==> src/rtl/uart_rx_pkg.sv <==
// Shared UART receiver constants: counter widths, frame layout and the
// receive-FSM state encoding used by the sampler's consumers.
package uart_rx_pkg;

  localparam int PRESCALE_WIDTH_DEF = 6;
  localparam int N_BITS_DEF         = 4;

  // Below this oversampling ratio the three-tap vote window does not fit in a bit
  localparam int MIN_PRESCALE = 4;

  localparam int DATA_BITS  = 8;
  localparam int START_IDX  = 0;
  localparam int PARITY_IDX = 9;

  typedef enum logic [2:0] {
    ST_IDLE   = 3'd0,
    ST_START  = 3'd1,
    ST_DATA   = 3'd2,
    ST_PARITY = 3'd3,
    ST_STOP   = 3'd4,
    ST_VALID  = 3'd5
  } rx_state_e;

  function automatic logic maj3(input logic a, input logic b, input logic c);
    return (a & b) | (a & c) | (b & c);
  endfunction

endpackage

==> src/rtl/rx_in_sync.sv <==
// Multi-flop synchroniser for the asynchronous RX line; resets to the idle
// (high) level so a reset never looks like a start bit.
module rx_in_sync #(
  parameter int SYNC_STAGES = 2
) (
  input  logic clk,
  input  logic reset,
  input  logic d,
  output logic q
);

  logic [SYNC_STAGES-1:0] chain;

  always_ff @(posedge clk) begin
    if (reset) begin
      chain <= '1;
    end else begin
      chain <= {chain[SYNC_STAGES-2:0], d};
    end
  end

  assign q = chain[SYNC_STAGES-1];

endmodule

==> src/rtl/uart_rx_sampler.sv <==
// UART receive front end: synchronised line, oversampling edge/bit counters
// and a three-tap majority sampler centred on the middle of each bit.
module uart_rx_sampler
  import uart_rx_pkg::*;
#(
  parameter int Prescale_width = PRESCALE_WIDTH_DEF,
  parameter int n_bits         = N_BITS_DEF,
  parameter int SYNC_STAGES    = 2
) (
  input  logic                      clk,
  input  logic                      reset,
  input  logic                      RX_IN,
  input  logic [Prescale_width-1:0] Prescale,
  input  logic                      enable,
  input  logic                      dat_samp_en,
  output logic                      RX_sync,
  output logic [Prescale_width-1:0] edge_cnt,
  output logic [n_bits-1:0]         bit_cnt,
  output logic                      sampled_bit,
  output logic                      sample_valid
);

  localparam logic [Prescale_width-1:0] P_ONE = Prescale_width'(1);
  localparam logic [Prescale_width-1:0] P_MIN = Prescale_width'(MIN_PRESCALE);
  localparam logic [n_bits-1:0]         B_ONE = n_bits'(1);

  logic                      enable_d;
  logic                      enable_rise;
  logic [Prescale_width-1:0] prescale_q;
  logic [Prescale_width-1:0] prescale_eff;
  logic [Prescale_width-1:0] last_edge;
  logic [Prescale_width-1:0] mid;
  logic                      bit_end;
  logic                      sampler_on;
  logic                      at_s0;
  logic                      at_s1;
  logic                      at_s2;
  logic                      s0;
  logic                      s1;
  logic                      have_s0;
  logic                      have_s1;

  rx_in_sync #(
    .SYNC_STAGES(SYNC_STAGES)
  ) u_rx_in_sync (
    .clk  (clk),
    .reset(reset),
    .d    (RX_IN),
    .q    (RX_sync)
  );

  // The first enabled cycle already counts against the value being captured
  always_comb begin
    enable_rise  = enable & ~enable_d;
    prescale_eff = enable_rise ? Prescale : prescale_q;
    last_edge    = prescale_eff - P_ONE;
    mid          = prescale_eff >> 1;
    bit_end      = (edge_cnt == last_edge);
    sampler_on   = enable & dat_samp_en & (prescale_eff >= P_MIN);
    at_s0        = (edge_cnt == (mid - P_ONE));
    at_s1        = (edge_cnt == mid);
    at_s2        = (edge_cnt == (mid + P_ONE));
  end

  always_ff @(posedge clk) begin
    if (reset) begin
      enable_d   <= 1'b0;
      prescale_q <= '0;
    end else begin
      enable_d <= enable;
      if (enable_rise) begin
        prescale_q <= Prescale;
      end
    end
  end

  always_ff @(posedge clk) begin
    if (reset) begin
      edge_cnt <= '0;
      bit_cnt  <= '0;
    end else if (!enable) begin
      edge_cnt <= '0;
      bit_cnt  <= '0;
    end else if (bit_end) begin
      edge_cnt <= '0;
      if (bit_cnt != '1) begin
        bit_cnt <= bit_cnt + B_ONE;
      end
    end else begin
      edge_cnt <= edge_cnt + P_ONE;
    end
  end

  // have_s0/have_s1 chain the three taps so any gap in dat_samp_en or enable
  // inside the window discards the partial vote instead of using stale taps.
  always_ff @(posedge clk) begin
    if (reset) begin
      s0           <= 1'b1;
      s1           <= 1'b1;
      have_s0      <= 1'b0;
      have_s1      <= 1'b0;
      sampled_bit  <= 1'b1;
      sample_valid <= 1'b0;
    end else begin
      sample_valid <= 1'b0;
      if (!sampler_on) begin
        have_s0 <= 1'b0;
        have_s1 <= 1'b0;
      end else if (at_s0) begin
        s0      <= RX_sync;
        have_s0 <= 1'b1;
        have_s1 <= 1'b0;
      end else if (at_s1) begin
        s1      <= RX_sync;
        have_s1 <= have_s0;
        have_s0 <= 1'b0;
      end else if (at_s2) begin
        if (have_s1) begin
          sampled_bit  <= maj3(s0, s1, RX_sync);
          sample_valid <= 1'b1;
        end
        have_s0 <= 1'b0;
        have_s1 <= 1'b0;
      end
    end
  end

endmodule

==> config.mk <==
export PLATFORM = sky130hd
export DESIGN_NAME = uart_rx_sampler
export DESIGN_NICKNAME = d
export VERILOG_FILES = /design/src/rtl/uart_rx_pkg.sv /design/src/rtl/rx_in_sync.sv /design/src/rtl/uart_rx_sampler.sv
export SDC_FILE = /design/constraint.sdc
export NUM_CORES = 1
export LEC_CHECK = 0
export CORE_MARGIN = 8
export CORE_UTILIZATION = 54
export CTS_CLUSTER_SIZE = 24
export DETAILED_ROUTE_END_ITERATION = 8
export PLACE_DENSITY = 0.76
export SLEW_MARGIN = 20
export SYNTH_ARGS = -nofsm -noshare
export SYNTH_HDL_FRONTEND = slang
export SYNTH_SLANG_ARGS = --single-unit
==> constraint.sdc <==
create_clock -name clk -period 4.01 [get_ports clk]
set_clock_uncertainty 0.2 [all_clocks]
set_input_delay 1.203 -clock clk [delete_from_list [all_inputs] [get_ports clk]]
set_output_delay 1.203 -clock clk [all_outputs]
set_load 0.02 [all_outputs]
==> out/metrics.cfg <==
[timing]
setup_ws_ns=0.286
whs_ns=0.232
rsz0062_at_grt=false
finalSetupTns_ns=0
max_slew_margin_pct=69.1
period_minus_slack_ns=3.72
hold_viol=0
fin_crit_sh_pct=92.9
finalMaxSlewViolations=0
fmax_mhz=269
setup-violations-final=0
tightestPinTransition_ns=0.463

[synthesis]
seq_area_frac_synth_pct=29.3
syn_nets=210
syn_area_per_cell_um2=8.76
synth-seq-cells=25
yosys_warnings=0
async_flop_share_pct=0
syn_inst=195
ys.flop_type=dfxtp_1
synth.distinct_cells=53
synth-edff-count=0
syn_area_um2=1710

[route]
top_layer=met4
drc=0
m1WireLength_mm=1.87
vias_per_cell=5.49
drt_wl_total_mm=4.08
drtIter0Drc=94
vias=1538
wl_per_cell_um=14.6
ant_nets=0
met2_length_mm=1.93
routed-wl-met3_um=202
dr.pass1.iters=4

[global_routing]
grtUsageTotal_pct=16.0
antenna_found_initial=0
grt_max_degree=17
grt.overflow.total=0
grt_pass1_vias=1547
grt_pass1_wl_mm=6.78

[power_and_ir_drop]
peakVddDrop_mv=0.159
power_mw=0.563
p_sw_share_pct=31.4
combPwrFrac_pct=32.3
power.switching_mw=0.177
power_frac_clock_pct=20.8
p_per_area_nw_per_um2=261
p_seq_share_pct=46.9
p_int_mw=0.386
p_leak_nw=0.847

[outcome]
status=completed

[critical_path]
reg2reg_depth=10
max_stage_delay_ns=0.42
critical_path.top_delay_family=compound AO/OA/AOI/OAI gates
crit_buf_inv=2
slowest_stage=clkdlybuf4s50_1
cp_num_cells=11
cp_cell_sequence=clkdlybuf4s50_1, nand2b_1, mux2i_4, inv_1, ha_1, a211oi_1, xor2_1, o21a_1, o2111ai_1, o31a_1, a311o_1
critPathKind=in -> reg
start_kind=input port
worst-path-max-fanout=4
crit_required_ns=4.04
worstPathArrival_ns=3.75
end_kind=flip-flop

[die]
die_area_um2=5220
pin_count=24
die_height_um=72.2
start_util_pct=56.4
floorplan.rows=20
die_w_um=72.2
core_um2=3030

[final_layout]
diodes=0
final_cells=280
drive_above_1_share_pct=18.2
layout_common_cells=30 x nor2_1, 25 x dfxtp_1, 23 x clkdlybuf4s50_1
layout_commonest_cell=nor2_1
nets=252
syn2layout_area_growth_pct=26.3

[clock_network]
ctsHoldBuffers=0
htreeDepth=1
clkSinkCount=25
cts_buffer_depth=2
cts_tree=yes
cts.clk_slew.worst_paths_ns=0.14
post_cts_resized=0
postCtsSetupBuffers=0
cts_root_buf=clkbuf_4
cts_buffers=3
clock_latency_ns=0.32

[min_path]
min_path_cells=1
hp-class=reg -> reg

[placement]
port_buffers=23
dpl.hpwl_mm=3.26
routabilityCongestion=0.919
place_inst=276
place_worst_setup_slack_ns=-0.0507

[job]
max_cap_viol_count=0

## layout make-up
| class | count | area (um2) |
|---|---|---|
| clock buffers | 3 | 22.5 |
| fillers | 251 | 871 |
| repair buffers | 44 | 413 |
| clock inverters | 1 | 7.51 |
| multi-input cells | 156 | 1130 |
| flip-flops and latches | 25 | 500 |
| well taps | 44 | 55.1 |
| inverters | 7 | 26.3 |
## stage by stage
| stage | utilization, % | cell area (um2) |
|---|---|---|
| detailed placement | 70.2 | 2130 |
| floorplan | - | 1710 |
| global route | 71.2 | 2160 |
| global placement | 70.2 | 2130 |
| CTS | 71.2 | 2160 |
| finish | 71.2 | 2160 |
## cells in the mapped netlist (4+ instances only)
| master | count | share of area (%) |
|---|---|---|
| a211oi_1 | 4 | 1.8 |
| a21oi_1 | 5 | 1.5 |
| dfxtp_1 | 25 | 29 |
| ha_1 | 4 | 2.9 |
| inv_1 | 7 | 1.5 |
| mux2_2 | 4 | 2.6 |
| mux2i_1 | 9 | 5.3 |
| mux2i_4 | 4 | 5.3 |
| nand2_1 | 12 | 2.6 |
| nand2b_1 | 6 | 2.2 |
| nand3_1 | 8 | 2.3 |
| nor2_1 | 30 | 6.6 |
| nor4_1 | 4 | 1.5 |
| or2_2 | 4 | 1.5 |
| xnor2_1 | 16 | 8.2 |
## metal layers
metal	GRT usage [%]	vias up
met5	0	-
li1	-	773
met2	26.5	30
met1	19.4	725
met4	7.48	0
met3	3.17	10
## state kept, by name (all words and copies together), names as in the netlist
name / cells
enable_d: 1
sampled_bit: 1
s1: 1
have_s0: 1
s0: 1
prescale_q: 6
u_rx_in_sync.chain: 2
edge_cnt: 6
sample_valid: 1
have_s1: 1
bit_cnt: 4
## power by group through the flow
stage          Clock [mW]  Sequential (mW)  Combinational, mW
2_1_floorplan           0            0.268              0.111
3_3_place_gp            0            0.269              0.177
3_5_place_dp            0            0.269              0.181
4_1_cts             0.123            0.264              0.182
5_1_grt             0.133            0.265              0.197
6_report            0.117            0.264              0.182
## kinds of logic (layout without fill, tap and decap cells)
logic type / after synthesis / in the layout / share of synthesized area (%)
mux: 17 / 17 / 13.2
compound gates: 35 / 35 / 15.5
xor+xnor: 19 / 19 / 10.2
flops: 25 / 25 / 29.3
simple gates: 80 / 80 / 23.9
fa+ha+maj: 5 / 5 / 3.52
buf+inv: 14 / 55 / 4.40
## worst paths after layout
path | startpoint | endpoint | slack (ns)
worst max register to register | enable_d | s0 | 1.14
worst max-delay path | enable | s0 | 0.29
worst min-delay path | u_rx_in_sync.chain[0] | u_rx_in_sync.chain[1] | 0.23
worst min register to register | u_rx_in_sync.chain[0] | u_rx_in_sync.chain[1] | 0.23
Power figures use the tool's default switching activity.
